==> config.mk <==
export PLATFORM = sky130hd
export DESIGN_NAME = register
export DESIGN_NICKNAME = d
export VERILOG_FILES = /design/src/rtl/register.sv
export SDC_FILE = /design/constraint.sdc
export NUM_CORES = 1
export LEC_CHECK = 0
export ABC_CLOCK_PERIOD_IN_PS = 800
export CAP_MARGIN = 20
export CORE_AREA = 3 3 40 42
export DETAILED_ROUTE_END_ITERATION = 10
export DIE_AREA = 0 0 43 45
export HOLD_SLACK_MARGIN = 0.1
export PLACE_DENSITY_LB_ADDON = 0.12
export RECOVER_POWER = 100
export SETUP_SLACK_MARGIN = 0.3
export SYNTH_ARGS = -nofsm -noshare
export SYNTH_HDL_FRONTEND = slang
export SYNTH_SLANG_ARGS = --single-unit
==> constraint.sdc <==
create_clock -name clk -period 0.8 [get_ports clk]
set_input_delay 0.16 -clock clk [delete_from_list [all_inputs] [get_ports clk]]
set_output_delay 0.16 -clock clk [all_outputs]
set_load 0.1 [all_outputs]
==> src/rtl/register.sv <==
// WIDTH-bit holding register: synchronous active-high reset has priority over load.
// data_out comes straight from the storage flops.
module register #(
  parameter int unsigned           WIDTH       = 8,
  parameter logic [WIDTH-1:0]      RESET_VALUE = '0
) (
  input  logic             clk,
  input  logic             rst,
  input  logic             load,
  input  logic [WIDTH-1:0] data_in,
  output logic [WIDTH-1:0] data_out
);

  logic [WIDTH-1:0] data_q;
  logic [WIDTH-1:0] data_d;

  always_comb begin
    data_d = data_q;
    if (rst) begin
      data_d = RESET_VALUE;
    end else if (load) begin
      data_d = data_in;
    end
  end

  always_ff @(posedge clk) begin
    data_q <= data_d;
  end

  assign data_out = data_q;

endmodule

==> results of run 1 <==
cells by family after synthesis:
logic type	Yosys count
buffers and inverters	2
DFF	8
and+or+nand+nor	8
muxes	8
layout make-up:
cell class	count	area, um2	share of cell area
Tap cell	15	18.8	0.0302
Timing Repair Buffer	19	279	0.450
Sequential cell	8	190	0.306
Multi-Input combinational cell	16	110	0.177
Clock buffer	3	22.5	0.0363
where the power goes:
group / switching, mW / leakage, nW / internal [mW]
sequential: 0.0241 / 0.0713 / 0.414
combinational: 0.216 / 0.181 / 0.161
clock: 0.126 / 0.0138 / 0.171
total: 0.366 / 0.266 / 0.746
metrics by stage:
step                 util  hold slack [ns]  total power [mW]  cells
CTS                 0.483            0.381              1.13     61
global placement    0.466            0.502             0.825     58
global route        0.483            0.382              1.17     61
finish              0.483            0.374              1.11     61
detailed placement  0.466            0.510             0.828     58
floorplan               -            0.306             0.657     26
final timing paths:
kind,startpoint,cells past startpoint,endpoint,slack [ns]
max,data_out[0],1,data_out[0],-0.13
min,rst,2,data_out[1],0.37
max reg2reg,data_out[6],2,data_out[6],0.16
min reg2reg,data_out[3],2,data_out[3],0.51
placed cells by master, fill, tap and decap left out:
| cell type | count |
|---|---|
| dfxtp_4 | 8 |
| clkdlybuf4s15_1 | 1 |
| nor2_1 | 8 |
| clkdlybuf4s50_1 | 8 |
| clkbuf_4 | 3 |
| dlygate4sd2_1 | 1 |
| buf_12 | 9 |
| mux2i_1 | 8 |
timing repair:
| item | CTS | global route |
|---|---|---|
| hold buffers | 0 | 0 |
| pin swaps | 0 | 0 |
| cloned | 0 | 0 |
| gates resized for setup | 3 | 0 |
| endpoints found under the setup margin | 16 | 16 |
layer usage:
metal	vias to the layer above	track usage	wire length, um
li1	127	-	-
met1	100	0.0867	284
met2	17	0.0988	277
met3	0	0.0438	101
met4	0	0.0723	0
met5	-	0	0
==> results.json, run 1 <==
{
  "synth-xor-area-share": 0,
  "status": "finished with violations",
  "grt_max_degree": 9,
  "grt_antenna_before_repair": 0,
  "setup_viol": 8,
  "hold_viol_final": 0,
  "synth-seq-cells": 8,
  "critPathBufInv": 1,
  "max_stage_delay_ns": 0.35,
  "layout.nets": 59,
  "core_um2": 1280,
  "syn-cell-area_um2": 285,
  "synthTopCellsByArea": "dfxtp_1 56%, mux2i_1 28%, nor2_1 11%, buf_6 3.9%, buf_1 1.3%",
  "worst_pin_slew_ns": 0.263,
  "dpl.hpwl_um": 518,
  "finalInstanceArea_um2": 621,
  "die_area_um2": 1940,
  "synth_cell_types": 5,
  "clk_pin_slew_ns": 0.05,
  "die_y_um": 45,
  "max_freq_mhz": 1070,
  "synthesis.instances": 26,
  "synth_top_family_by_area": "multiplexers",
  "rows": 13,
  "drv_slew": 0,
  "root_buffer": "clkbuf_4",
  "via_per_inst": 4.00,
  "worstPathRequired_ns": 0.64,
  "post-route-drc-count": 0,
  "nFillCells": 113,
  "tns_ns": -1.02,
  "wl_per_cell_um": 10.9,
  "worst_setup_path_start_kind": "register",
  "syn-num-nets": 37,
  "synthTopCellsByCount": "8 x dfxtp_1, 8 x mux2i_1, 8 x nor2_1, 1 x buf_1, 1 x buf_6",
  "rsz0062_at_grt": "yes",
  "synth_fa_ha_area_frac": 0,
  "portBuffers": 18,
  "ios": 19,
  "power_density_nw_per_um2": 1790,
  "ir_drop_v": 0.000852,
  "syn_to_final_growth_pct": 118,
  "routed_wirelength_um": 663,
  "vias": 244,
  "clkLatencyLatePin_ns": 0.25,
  "gp_congestion": 0.668,
  "hold_class": "in2reg",
  "grt_usage": 0.0766,
  "synthMuxAreaShare": 0.281,
  "postCtsSetupRepairBufs": 0,
  "synth_top_area_cell": "dfxtp_1",
  "grt_pass1_vias": 243,
  "skew_ns": 0,
  "diodes": 0,
  "ys_seq_area_frac": 0.561,
  "largest_reg_flops": 8,
  "grt_pass1_wl_um": 1040,
  "place_area_um2": 599,
  "timing.final.ws_setup_ns": -0.131,
  "clkSinkCount": 8,
  "ys.warnings.count": 0,
  "fin_crit_sh": 1.16,
  "maxCapViolCount": 0,
  "cts_tree": "yes",
  "drt.antenna.violating_nets": 0,
  "synth_ff_type": "dfxtp_1",
  "post-place-ws_ns": -0.390,
  "start_util": 0.222,
  "die_w_um": 43,
  "yosys.area_share.simple": 0.105,
  "cp_slowest_cell": "dfxtp_4",
  "drive_gt1_frac": 0.435,
  "fin_crit_ns": 0.931,
  "clockBufferDepth": 2,
  "path_cells": "buf_12",
  "cp_max_fo": 2,
  "violations": "setup timing",
  "first_pass_iters": 4,
  "grt_remaining_overflow": 0,
  "htreeDepth": 1,
  "synth_compound_area_frac": 0,
  "async_flop_share": 0,
  "synth_edf_count": 0,
  "slew_headroom": 0.825,
  "cp.arrival_ns": 0.77,
  "drt_iter0_drc": 3,
  "crit_family": "flip-flops",
  "p_leak_nw": 0.266,
  "yosysTopAreaCellShare": 0.561,
  "end_kind": "primary output",
  "avgSynthCellArea_um2": 11.0,
  "cts_made_buffers": 3,
  "worstSetupPathType": "reg2out"
}
Power figures use the tool's default switching activity.
==> inputs of run 2 (changes only) <==
--- a/config.mk
+++ b/config.mk
@@ -5,14 +5,14 @@
 export SDC_FILE = /design/constraint.sdc
 export NUM_CORES = 1
 export LEC_CHECK = 0
-export ABC_CLOCK_PERIOD_IN_PS = 800
+export ABC_CLOCK_PERIOD_IN_PS = 1200
 export CAP_MARGIN = 20
 export CORE_AREA = 3 3 40 42
 export DETAILED_ROUTE_END_ITERATION = 10
 export DIE_AREA = 0 0 43 45
 export HOLD_SLACK_MARGIN = 0.1
 export PLACE_DENSITY_LB_ADDON = 0.12
-export RECOVER_POWER = 100
+export RECOVER_POWER = 25
 export SETUP_SLACK_MARGIN = 0.3
 export SYNTH_ARGS = -nofsm -noshare
 export SYNTH_HDL_FRONTEND = slang
==> constraint.sdc (replaced) <==
create_clock -name clk -period 1.2 [get_ports clk]
set_input_delay 0.24 -clock clk [delete_from_list [all_inputs] [get_ports clk]]
set_output_delay 0.24 -clock clk [all_outputs]
set_load 0.1 [all_outputs]
==> run 2 against run 1 <==
Core utilization unchanged. Critical path depth unchanged. Via count up 4.5%. The flow now finishes without violations. Non-clock buffer count unchanged. Combinational power down 33%. Cell count unchanged. Global-route usage up 0.61 points. Count of clock-buffer cells in the layout unchanged. Die area unchanged. Clock skew unchanged.
==> results.json, run 2 (synthesis results as in run 1) <==
{
  "status": "completed",
  "cp_slowest_cell": "dfxtp_4",
  "combPwrFrac": 0.337,
  "grt_antenna_before_repair": 0,
  "r2r-start": "data_out[3]",
  "worstReg2RegEnd": "data_out[3]",
  "drive_gt1_frac": 0.435,
  "grt_usage": 0.0827,
  "grt_pass1_wl_um": 1090,
  "vias": 255,
  "path_cells": "buf_12",
  "core_um2": 1280,
  "die_area_um2": 1940,
  "slew_headroom": 0.816,
  "p_clk_frac": 0.273,
  "power_density_nw_per_um2": 1210,
  "setup_viol": 0,
  "drt_iter0_drc": 1,
  "switching_share": 0.336,
  "post-route-drc-count": 0,
  "root_buffer": "clkbuf_4",
  "p_int_uw": 498,
  "final_cells": 61,
  "cp_max_fo": 2,
  "cts_tree": "yes",
  "rsz0062_at_grt": "yes",
  "dp.cells": 58,
  "drv_slew": 0,
  "grt_remaining_overflow": 0,
  "via_per_inst": 4.18,
  "maxCapViolCount": 0,
  "power_uw": 749,
  "wl_per_cell_um": 11.7,
  "fin_crit_sh": 0.850,
  "nFillCells": 113,
  "hold_class": "reg2reg",
  "htreeDepth": 1,
  "clkSinkCount": 8,
  "reg2reg_depth": 2,
  "hold_viol_final": 0,
  "critPathBufInv": 1,
  "worstPathRequired_ns": 0.96,
  "diodes": 0,
  "end_kind": "primary output",
  "start_util": 0.222,
  "clk_pin_slew_ns": 0.05,
  "cp.arrival_ns": 0.78,
  "skew_ns": 0,
  "finalInstanceArea_um2": 621,
  "ir_drop_v": 0.000590,
  "die_y_um": 45,
  "multi_input_area_um2": 110,
  "final_cell_mix": "9 x buf_12, 8 x mux2i_1, 8 x nor2_1, 8 x dfxtp_4, 8 x clkdlybuf4s50_1",
  "holdPathStages": 2,
  "switching_power_uw": 252,
  "layout_commonest_cell": "buf_12",
  "p_leak_nw": 0.265,
  "worst_pin_slew_ns": 0.275,
  "drt.antenna.violating_nets": 0,
  "place_area_um2": 599,
  "reg2reg_slack_ns": 0.55,
  "first_pass_iters": 3,
  "layout.nets": 59,
  "seqCellArea_um2": 190,
  "worst_setup_path_start_kind": "register",
  "hold_start": "data_out[2]",
  "pwr-share-seq": 0.390,
  "portBuffers": 18,
  "crit_family": "flip-flops",
  "grt_max_degree": 9,
  "clockBufferDepth": 2,
  "clkLatencyLatePin_ns": 0.25,
  "largest_reg_flops": 8,
  "cts_made_buffers": 3,
  "fin_crit_ns": 1.02,
  "dpl.hpwl_um": 541,
  "whs_endpoint": "data_out[2]",
  "routed_wirelength_um": 713,
  "grt_pass1_vias": 243,
  "rows": 13,
  "gp_congestion": 0.696,
  "syn_to_final_growth_pct": 118,
  "max_stage_delay_ns": 0.36,
  "ios": 19,
  "max_freq_mhz": 980,
  "postCtsSetupRepairBufs": 0,
  "worstSetupPathType": "reg2out",
  "die_w_um": 43
}
[run 2: cell types whose count changed in the layout (fill, tap and decap cells not counted), sizes merged]
cell | before | now
dlygate4sd3 | 0 | 1
clkdlybuf4s15 | 1 | 0
[run 2: cell type report]
| class | instances | share of cell area |
|---|---|---|
| Sequential cell | 8 | 0.306 |
| Timing Repair Buffer | 19 | 0.450 |
| Multi-Input combinational cell | 16 | 0.177 |
| Tap cell | 15 | 0.0302 |
| Clock buffer | 3 | 0.0363 |
[run 2: repair_timing]
action | 4_1_cts | 5_1_grt
endpoints found under the hold margin | 0 | 0
setup endpoints to repair | 16 | 8
gates resized for setup | 1 | 0
hold buffers | 0 | 0
gates cloned | 0 | 0
[run 2: worst min-delay path, cell delays in order, from the launching register on]
cell and delay, ns:
dfxtp_4 0.35, mux2i_1 0.06, nor2_1 0.07
[run 2: stage by stage]
step / hold slack (ns) / util / worst slack [ns] / TNS [ns]
floorplan: 0.386 / - / 0.433 / 0
global placement: 0.504 / 0.466 / -0.0424 / -0.319
detailed placement: 0.513 / 0.466 / -0.0648 / -0.410
CTS: 0.526 / 0.483 / 0.163 / 0
global route: 0.544 / 0.483 / 0.148 / 0
finish: 0.519 / 0.483 / 0.180 / 0
[run 2: power by group through the flow]
stage	registers (mW)	clock network (mW)	logic, mW
global route	0.294	0.237	0.260
CTS	0.292	0.224	0.254
detailed placement	0.298	0	0.255
finish	0.292	0.204	0.252
floorplan	0.404	0	0.0336
global placement	0.297	0	0.253
[run 2: worst max-delay path by stage]
stage                startpoint          end  cells past startpoint
floorplan           data_out[0]  data_out[0]                      2
global placement           load  data_out[2]                      4
detailed placement         load  data_out[3]                      4
CTS                 data_out[1]  data_out[1]                      1
global route        data_out[1]  data_out[1]                      1
finish              data_out[1]  data_out[1]                      1
[run 2: routing by layer]
| layer | share of wire | track usage | wire length [um] |
|---|---|---|---|
| met3 | 0.13 | 0.0398 | 92 |
| met5 | 0 | 0 | 0 |
| met1 | 0.42 | 0.0949 | 298 |
| met4 | 0 | 0.0723 | 0 |
| met2 | 0.45 | 0.114 | 322 |
